`src/rtl/dualport_rom_reader.sv`:
```
// Read sequencer for a registered-read dual-port ROM; streams {A,B,idx} beats through a 2-entry FIFO.
// Optional per-port running sums on accepted beats when ACCUM_EN is defined.
module dualport_rom_reader #(
  parameter int AW = 4,
  parameter int DW = 4
) (
  input  logic          clk,
  input  logic          rst_n,
  input  logic          start,
  input  logic [AW-1:0] a_base,
  input  logic [AW-1:0] b_base,
  input  logic [AW:0]   len,
  output logic [AW-1:0] a_addr,
  output logic [AW-1:0] b_addr,
  input  logic [DW-1:0] rom_dout_a,
  input  logic [DW-1:0] rom_dout_b,
  output logic          out_valid,
  input  logic          out_ready,
  output logic [DW-1:0] out_a,
  output logic [DW-1:0] out_b,
  output logic [AW-1:0] out_idx,
  output logic          busy,
  output logic          done
`ifdef ACCUM_EN
  ,
  output logic [DW+AW:0] sum_a,
  output logic [DW+AW:0] sum_b
`endif
);

  typedef enum logic [1:0] {IDLE, ISSUE, DRAIN, FIN} state_t;

  localparam logic [AW:0] DEPTH = {1'b1, {AW{1'b0}}};

  state_t        state_q, state_d;
  logic [AW-1:0] a_addr_q, a_addr_d, b_addr_q, b_addr_d;
  logic [AW:0]   rem_q, rem_d;
  logic          pend_q, pend_d;
  logic          rdv_q, rdv_d;
  logic [AW-1:0] cap_idx_q, cap_idx_d;
  logic [DW-1:0] fifo_a_q [2];
  logic [DW-1:0] fifo_a_d [2];
  logic [DW-1:0] fifo_b_q [2];
  logic [DW-1:0] fifo_b_d [2];
  logic [AW-1:0] fifo_i_q [2];
  logic [AW-1:0] fifo_i_d [2];
  logic          wr_ptr_q, wr_ptr_d, rd_ptr_q, rd_ptr_d;
  logic [1:0]    cnt_q, cnt_d;
  logic          pop, room, cap, credit_ok;
  logic [AW:0]   len_eff;

  // pend: address on the ROM pins this cycle; rdv: ROM output holds an uncaptured beat.
  // rdv data stays valid while the address holds, so the ROM register acts as a third slot
  // and the credit check keeps FIFO + that slot within 3 so the FIFO never overflows.
  always_comb begin
    pop       = (cnt_q != 2'd0) & out_ready;
    room      = (cnt_q != 2'd2) | pop;
    cap       = rdv_q & room;
    cnt_d     = cnt_q - {1'b0, pop} + {1'b0, cap};
    rdv_d     = pend_q | (rdv_q & ~cap);
    credit_ok = ({1'b0, cnt_d} + {2'b00, rdv_d}) < 3'd3;
    len_eff   = (len > DEPTH) ? DEPTH : len;

    state_d   = state_q;
    a_addr_d  = a_addr_q;
    b_addr_d  = b_addr_q;
    rem_d     = rem_q;
    pend_d    = 1'b0;
    cap_idx_d = cap_idx_q;
    fifo_a_d  = fifo_a_q;
    fifo_b_d  = fifo_b_q;
    fifo_i_d  = fifo_i_q;
    wr_ptr_d  = wr_ptr_q;
    rd_ptr_d  = rd_ptr_q;

    if (cap) begin
      fifo_a_d[wr_ptr_q] = rom_dout_a;
      fifo_b_d[wr_ptr_q] = rom_dout_b;
      fifo_i_d[wr_ptr_q] = cap_idx_q;
      wr_ptr_d           = ~wr_ptr_q;
      cap_idx_d          = cap_idx_q + AW'(1);
    end
    if (pop) rd_ptr_d = ~rd_ptr_q;

    case (state_q)
      IDLE: begin
        if (start) begin
          if (len == '0) begin
            state_d = FIN;
          end else begin
            // The first address goes out on the accepting edge itself.
            state_d   = ISSUE;
            a_addr_d  = a_base;
            b_addr_d  = b_base;
            pend_d    = 1'b1;
            rem_d     = len_eff - (AW+1)'(1);
            cap_idx_d = '0;
          end
        end
      end
      ISSUE: begin
        if (rem_q == '0) begin
          state_d = DRAIN;
        end else if (credit_ok) begin
          a_addr_d = a_addr_q + AW'(1);
          b_addr_d = b_addr_q + AW'(1);
          pend_d   = 1'b1;
          rem_d    = rem_q - (AW+1)'(1);
          if (rem_q == (AW+1)'(1)) state_d = DRAIN;
        end
      end
      DRAIN: begin
        if (!pend_q && !rdv_q && cnt_d == 2'd0) state_d = FIN;
      end
      FIN: state_d = IDLE;
      default: state_d = IDLE;
    endcase
  end

  always_ff @(posedge clk or negedge rst_n) begin
    if (!rst_n) begin
      state_q   <= IDLE;
      a_addr_q  <= '0;
      b_addr_q  <= '0;
      rem_q     <= '0;
      pend_q    <= 1'b0;
      rdv_q     <= 1'b0;
      cap_idx_q <= '0;
      fifo_a_q  <= '{default: '0};
      fifo_b_q  <= '{default: '0};
      fifo_i_q  <= '{default: '0};
      wr_ptr_q  <= 1'b0;
      rd_ptr_q  <= 1'b0;
      cnt_q     <= 2'd0;
    end else begin
      state_q   <= state_d;
      a_addr_q  <= a_addr_d;
      b_addr_q  <= b_addr_d;
      rem_q     <= rem_d;
      pend_q    <= pend_d;
      rdv_q     <= rdv_d;
      cap_idx_q <= cap_idx_d;
      fifo_a_q  <= fifo_a_d;
      fifo_b_q  <= fifo_b_d;
      fifo_i_q  <= fifo_i_d;
      wr_ptr_q  <= wr_ptr_d;
      rd_ptr_q  <= rd_ptr_d;
      cnt_q     <= cnt_d;
    end
  end

  assign a_addr    = a_addr_q;
  assign b_addr    = b_addr_q;
  assign out_valid = (cnt_q != 2'd0);
  assign out_a     = fifo_a_q[rd_ptr_q];
  assign out_b     = fifo_b_q[rd_ptr_q];
  assign out_idx   = fifo_i_q[rd_ptr_q];
  assign busy      = (state_q == ISSUE) || (state_q == DRAIN);
  assign done      = (state_q == FIN);

`ifdef ACCUM_EN
  logic [DW+AW:0] sum_a_q, sum_a_d, sum_b_q, sum_b_d;

  always_comb begin
    sum_a_d = sum_a_q;
    sum_b_d = sum_b_q;
    if (state_q == IDLE && start) begin
      sum_a_d = '0;
      sum_b_d = '0;
    end else if (pop) begin
      sum_a_d = sum_a_q + (DW+AW+1)'(out_a);
      sum_b_d = sum_b_q + (DW+AW+1)'(out_b);
    end
  end

  always_ff @(posedge clk or negedge rst_n) begin
    if (!rst_n) begin
      sum_a_q <= '0;
      sum_b_q <= '0;
    end else begin
      sum_a_q <= sum_a_d;
      sum_b_q <= sum_b_d;
    end
  end

  assign sum_a = sum_a_q;
  assign sum_b = sum_b_q;
`endif

endmodule

```
`config.mk`:
```
export PLATFORM = sky130hd
export DESIGN_NAME = dualport_rom_reader
export DESIGN_NICKNAME = d
export VERILOG_FILES = /design/src/rtl/dualport_rom_reader.sv
export SDC_FILE = /design/constraint.sdc
export NUM_CORES = 1
export LEC_CHECK = 0
export ABC_AREA = 1
export CAP_MARGIN = 20
export CORE_MARGIN = 1.5
export CORE_UTILIZATION = 45
export DETAILED_ROUTE_END_ITERATION = 10
export GPL_ROUTABILITY_DRIVEN = 0
export PLACE_DENSITY = 0.76
export SYNTH_ARGS = -nofsm -noshare
export SYNTH_HDL_FRONTEND = slang
export SYNTH_SLANG_ARGS = --single-unit
export TNS_END_PERCENT = 1
```
`constraint.sdc`:
```
create_clock -name clk -period 3.91 [get_ports clk]
set_clock_uncertainty 0.2 [all_clocks]
set_input_delay 0.391 -clock clk [delete_from_list [all_inputs] [get_ports clk]]
set_output_delay 0.391 -clock clk [all_outputs]
set_load 0.01 [all_outputs]
```
Word-level counts from Yosys, hierarchy flattened
Index checks and enable logic that the tools add are counted.
{"block": "word_totals", "mem_bits_ro": 0, "mem_count": 0, "latchBits": 0, "output_inout_bits": 23, "mem_bits_rw": 0, "register_bits": 49, "in_bits": 25}
{"block": "op_classes", "n_reduce_logical": 14, "magnitude_cmp": 5, "n_eq_ne": 12, "bitwise": 10, "add_sub_neg": 8, "n_div": 0, "multipliers": 0, "shift": 0, "muxes": 46}
{"cell": "$mux W4", "count": 22}
{"cell": "$mux W5", "count": 5}
{"cell": "$bwmux W8", "count": 3}
{"cell": "$pmux W4 S2", "count": 2}
{"cell": "$add A4 B1 Y4 const B", "count": 3}
{"cell": "$mux W2", "count": 6}
{"cell": "$ne A2 B2 Y1 const B", "count": 6}
{"cell": "$logic_not A5 Y1", "count": 2}
{"cell": "$pmux W5 S2", "count": 1}
{"cell": "$sub A5 B1 Y5 const B", "count": 2}
{"cell": "$pmux W2 S4", "count": 1}
{"cell": "$ne A3 B3 Y1 const B", "count": 2}
{"cell": "$eq A5 B1 Y1 const B", "count": 1}
{"cell": "$gt A5 B5 Y1 const B", "count": 1}
{"cell": "$reduce_and A5 Y1", "count": 1}
{"cell": "$demux W4 S1", "count": 1}
{"cell": "$eq A2 B2 Y1 const B", "count": 2}
{"cell": "$ge A2 B2 Y1 const B", "count": 2}
{"cell": "$logic_not A2 Y1", "count": 2}
{"cell": "$mux W1", "count": 4}
{"cell": "$not A1 Y2", "count": 2}
{"cell": "$reduce_and A4 Y1", "count": 1}
{"cell": "$reduce_bool A2 Y1", "count": 2}
{"cell": "$add A2 B1 Y3", "count": 1}
{"cell": "12 further kinds", "count": 20}

Depth between registers and ports, before layout
{"block": "depth", "word_depth": 12, "depth_mapped": 19}

Worst setup path before layout
No wires, ideal clock.
{"block": "synth_path", "path_type": "reg-to-reg", "start": "register cnt_q[0]", "end": "register a_addr_q[0] (netlist: a_addr[0])", "path_buffers": 1, "path_slack_ns": 1.102, "required_time_ns": 3.593, "arrival_ns": 2.491, "path_stages_with_launch": 18, "period_less_slack_ns": 2.808, "path_cell_list": "dfrtp_1 inv_1 nand2_1 nand2_1 inv_1 ha_1 inv_1 ha_1 ha_1 ha_1 nand2_1 nand2_1 nand3b_2 nand2_1 nand3_1 buf_4 nand2_1 nand2_1"}
{"block": "synth_between", "elab_cells_between_ends": 14}
{"item": "start: declaration", "line": "48", "text": "logic [1:0] cnt_q, cnt_d;"}
{"item": "start signal: assignment", "line": "148", "text": "cnt_q <= cnt_d;"}
{"item": "$reduce_bool A2 Y1 (*)"}
{"item": "via out_valid", "line": "17", "text": "output logic out_valid,"}
{"item": "$and A1 B1 Y1 (*)", "line": "56", "text": "pop = (cnt_q != 2'd0) & out_ready;"}
{"item": "via pop", "line": "49", "text": "logic pop, room, cap, credit_ok;"}
{"item": "branches (longest 2 deep; another with $sub A2 B1 Y2)"}
{"item": "$add A2 B1 Y2 (*)", "line": "59", "text": "cnt_d = cnt_q - {1'b0, pop} + {1'b0, cap};"}
{"item": "via cnt_d[0]", "line": "48"}
{"item": "$add A2 B1 Y3 (*)", "line": "61", "text": "credit_ok = ({1'b0, cnt_d} + {2'b00, rdv_d}) < 3'd3;"}
{"item": "$lt A3 B2 Y1 (*)", "line": "61"}
{"item": "$ne A2 B2 Y1 (no source line) (*)"}
{"item": "$reduce_and A5 Y1 (no source line) (*)"}
{"item": "end signal: assignment", "line": "137", "text": "a_addr_q <= a_addr_d;"}
{"item": "end: declaration", "line": "36", "text": "logic [AW-1:0] a_addr_q, a_addr_d, b_addr_q, b_addr_d;"}
Mark *: on every way through the listed nets, which the timed path passes.
A chain may end at the register's enable or synchronous reset.

Worst setup path after layout
{"block": "layout_path", "start": "input out_ready", "end": "register b_addr_q[3] (netlist: b_addr[3])"}
{"block": "layout_between", "elab_cells_between_ends": 12}
{"item": "start: declaration", "line": "18", "text": "input logic out_ready,"}
{"item": "$and A1 B1 Y1 (*)", "line": "56"}
{"item": "branches (longest 2 deep; another with $sub A2 B1 Y2)"}
{"item": "$add A2 B1 Y2 (*)", "line": "59"}
{"item": "via cnt_d[0]", "line": "48"}
{"item": "$add A2 B1 Y3 (*)", "line": "61"}
{"item": "$lt A3 B2 Y1 (*)", "line": "61"}
{"item": "$ne A2 B2 Y1 (no source line) (*)"}
{"item": "$reduce_and A5 Y1 (no source line) (*)"}
{"item": "end signal: assignment", "line": "138", "text": "b_addr_q <= b_addr_d;"}
{"item": "end: declaration", "line": "36"}
Marked as above.

==> metrics <==
slowest cell delay on critical path around 0.49 ns; run status finished, final reports clean; Reg-to-Reg Start cnt_q[0]; Residual DRC 0; fin util 0.573; first-pass GRT wire length 8760 µm; sequential share of the synthesized area 0.443; CTS Buf Count 5; P per Cell Area 856 mW/mm²; Final Cycle Share 0.822; Std-Cell Rows 28; Remaining Overflow, GRT 0; layout cell share with drive strength beyond 1 0.0803; hold depth 2; min-delay src rem_q[1]; crit path DAT 3.20 ns; Synth cell types 30; R2R depth 16; Fmax achieved 311 MHz; Crit-path slowest cell clkdlybuf4s50_1; CP dominant cell by count nand2_1; Root Driver clkbuf_8; Ports 48; DP Cell Count around 480; Synth-to-Final Area Change 22.5%; cells after synthesis 364; Port Buffers 47; Period minus WS final approximately 3.2 ns; Max VDD drop 444 µV; ordered list of cells on the worst path clkdlybuf4s50_1 > nor2_2 > nand2_2 > nand2_4 > ha_1 > inv_1 > ha_1 > ha_1 > ha_1 > nand2_1 > nand2_1 > nand3b_2 > nand2_1 > nand3_1 > nand2_1 > nand2_1; Setup-failing EPs final 0; Worst-path clk slew 0.09 ns; antenna-violating nets left 0; HP Class flop to flop; critical-path maximum fanout 13; CTS hold repair buffers 0; Synth Area per Inst about 7.6 µm²; Initial Utilization 0.468; Fill cells 544; Post-CTS Setup Inserts 0; Vias about 2.3k; Routed WL 5170 µm; n_diodes 0; cell taking the most area after synthesis dfrtp_1; largest net degree at the start of global routing 50; RSZ-0062 raised after global routing false; CORE AREA 0.00592 mm²; worst setup margin 0.695 ns; leakage 1.79 nW; Sink Count 49; ranking of synthesized cells by area dfrtp_1, nand2_1, ha_1; Via density 4.82; TritonRoute pass-1 iters 4; Tightest Pin Transition ~1.1 ns; die height 81.4 µm; reg2reg end b_addr[3]; Slew Viols, Final 0; FF-to-FF setup slack 0.77 ns; CP Capture Type flop; crit path kind input port to flop; Slew headroom 0.297; Mapped Area around 0.0028 mm²; Synth Warn # 0; Die ar. 0.00663 mm²; syn_nets between 400 and 500; antenna violations before repair 0; worst-case clock buffer depth 2; dpl ws between 0.3 and 0.4 ns; cells resized by post-CTS repair 0; CTS tree yes; All-Layer GR Usage 0.169; DP Wirelength 3640 µm; later-pin clock latency in the skew report 0.30 ns; commonest non-fill, non-tap cells in the layout nand2_1, dfrtp_1, clkdlybuf4s50_1; Worst Hold Path EP rem_q[1]; number of global-route vias before repair 2060; top-area cell type share of the netlist area 0.443; setup TNS 0 ns; Critical Path Start Type input port; Fin. Hold Viols 0; Non-Filler Instances roughly 490; CP Data Required Time 3.90 ns; Clock H-tree levels 2; Die Width 81.4 µm; Initial DRC Count approximately 110; FF+latch count, synth 49; fin nets 450; max-cap check violation count 0; most common cell after layout, fill and taps aside nand2_1; per-cell routed wire length about 11 µm
## routing by layer
| metal | global-route usage | up-vias | part of all wire |
|---|---|---|---|
| met5 | 0 | - | 0 |
| met4 | 0.0345 | 0 | 0.0043 |
| met3 | 0.0367 | 2 | 0.041 |
| met2 | 0.301 | 47 | 0.48 |
| met1 | 0.209 | 1067 | 0.47 |
| li1 | - | 1227 | - |
## stage by stage
step / power, W / hold slack [ns] / area, µm²
3_3_place_gp: 0.00250 / 0.257 / 3240
6_report: 0.00290 / 0.284 / 3390
4_1_cts: 0.00294 / 0.117 / 3360
2_1_floorplan: 0.00210 / -0.105 / 2770
5_1_grt: 0.00321 / 0.308 / 3390
3_5_place_dp: 0.00256 / 0.261 / 3240
## report_power, final
group	internal [W]	switching [W]
Clock	0.000208	0.000163
Sequential	0.000758	0.000194
Combinational	0.000686	0.000895
## cells in the mapped netlist
cell type,number
nand2_1,163
dfrtp_1,49
inv_1,36
o21ai_0,22
nor2_1,20
ha_1,15
nand3_1,14
o21ai_2,12
a21oi_1,4
clkbuf_1,3
a22oi_1,2
buf_2,2
buf_4,2
buf_6,2
nor2_2,2
or2_2,2
a21oi_2,1
a31o_2,1
buf_12,1
buf_8,1
inv_2,1
mux2i_1,1
nand2_2,1
nand2_4,1
nand3b_2,1
nand4_1,1
nor3_1,1
o21bai_1,1
or2_1,1
xor2_1,1
## cells by family (layout without fill, tap and decap cells)
group	count (synthesis)	count (layout)	share of synthesized area
simple gates	207	207	0.299
flops	49	49	0.443
mux	1	1	0.00362
fa+ha+maj	15	15	0.0678
buf+inv	48	95	0.0840
xor+xnor	1	1	0.00316
compound gates	43	43	0.0994
## registers in the layout (all words and copies together), names as in the netlist
register   cells
cnt_q          2
fifo_b_q       8
state_q        2
a_addr         4
rdv_q          1
pend_q         1
fifo_a_q       8
b_addr         4
rem_q          5
rd_ptr_q       1
fifo_i_q       8
wr_ptr_q       1
cap_idx_q      4
## critical path, delay by kind of cell
| family | cells | cell delay, ns |
|---|---|---|
| buffers and inverters | 2 | 0.53 |
| adders and majority gates | 4 | 1.03 |
| and+or+nand+nor | 10 | 1.24 |
## area by class of cell
| cell class | instances | area [µm²] | area share |
|---|---|---|---|
| clock buffer | 6 | 82.6 | 0.0243 |
| timing repair buffer | 50 | 503 | 0.148 |
| sequential | 49 | 1230 | 0.361 |
| tap | 75 | 93.8 | 0.0277 |
| multi-input combinational | 267 | 1310 | 0.386 |
| inverter | 37 | 139 | 0.0409 |
| clock inverter | 2 | 37.5 | 0.0111 |
## worst max path at each step
stage                     slack [ns]         to  cells after the start  startpoint
final                           0.69  b_addr[3]                     16   out_ready
after global routing            0.45   rem_q[4]                     16   out_ready
after CTS                       0.70   rem_q[2]                     15   out_ready
after detailed placement        0.37  a_addr[1]                     16   out_ready
after global placement          0.49  a_addr[3]                     16   out_ready
after floorplan                 1.10  a_addr[0]                     17    cnt_q[0]
Power figures use the tool's default switching activity.
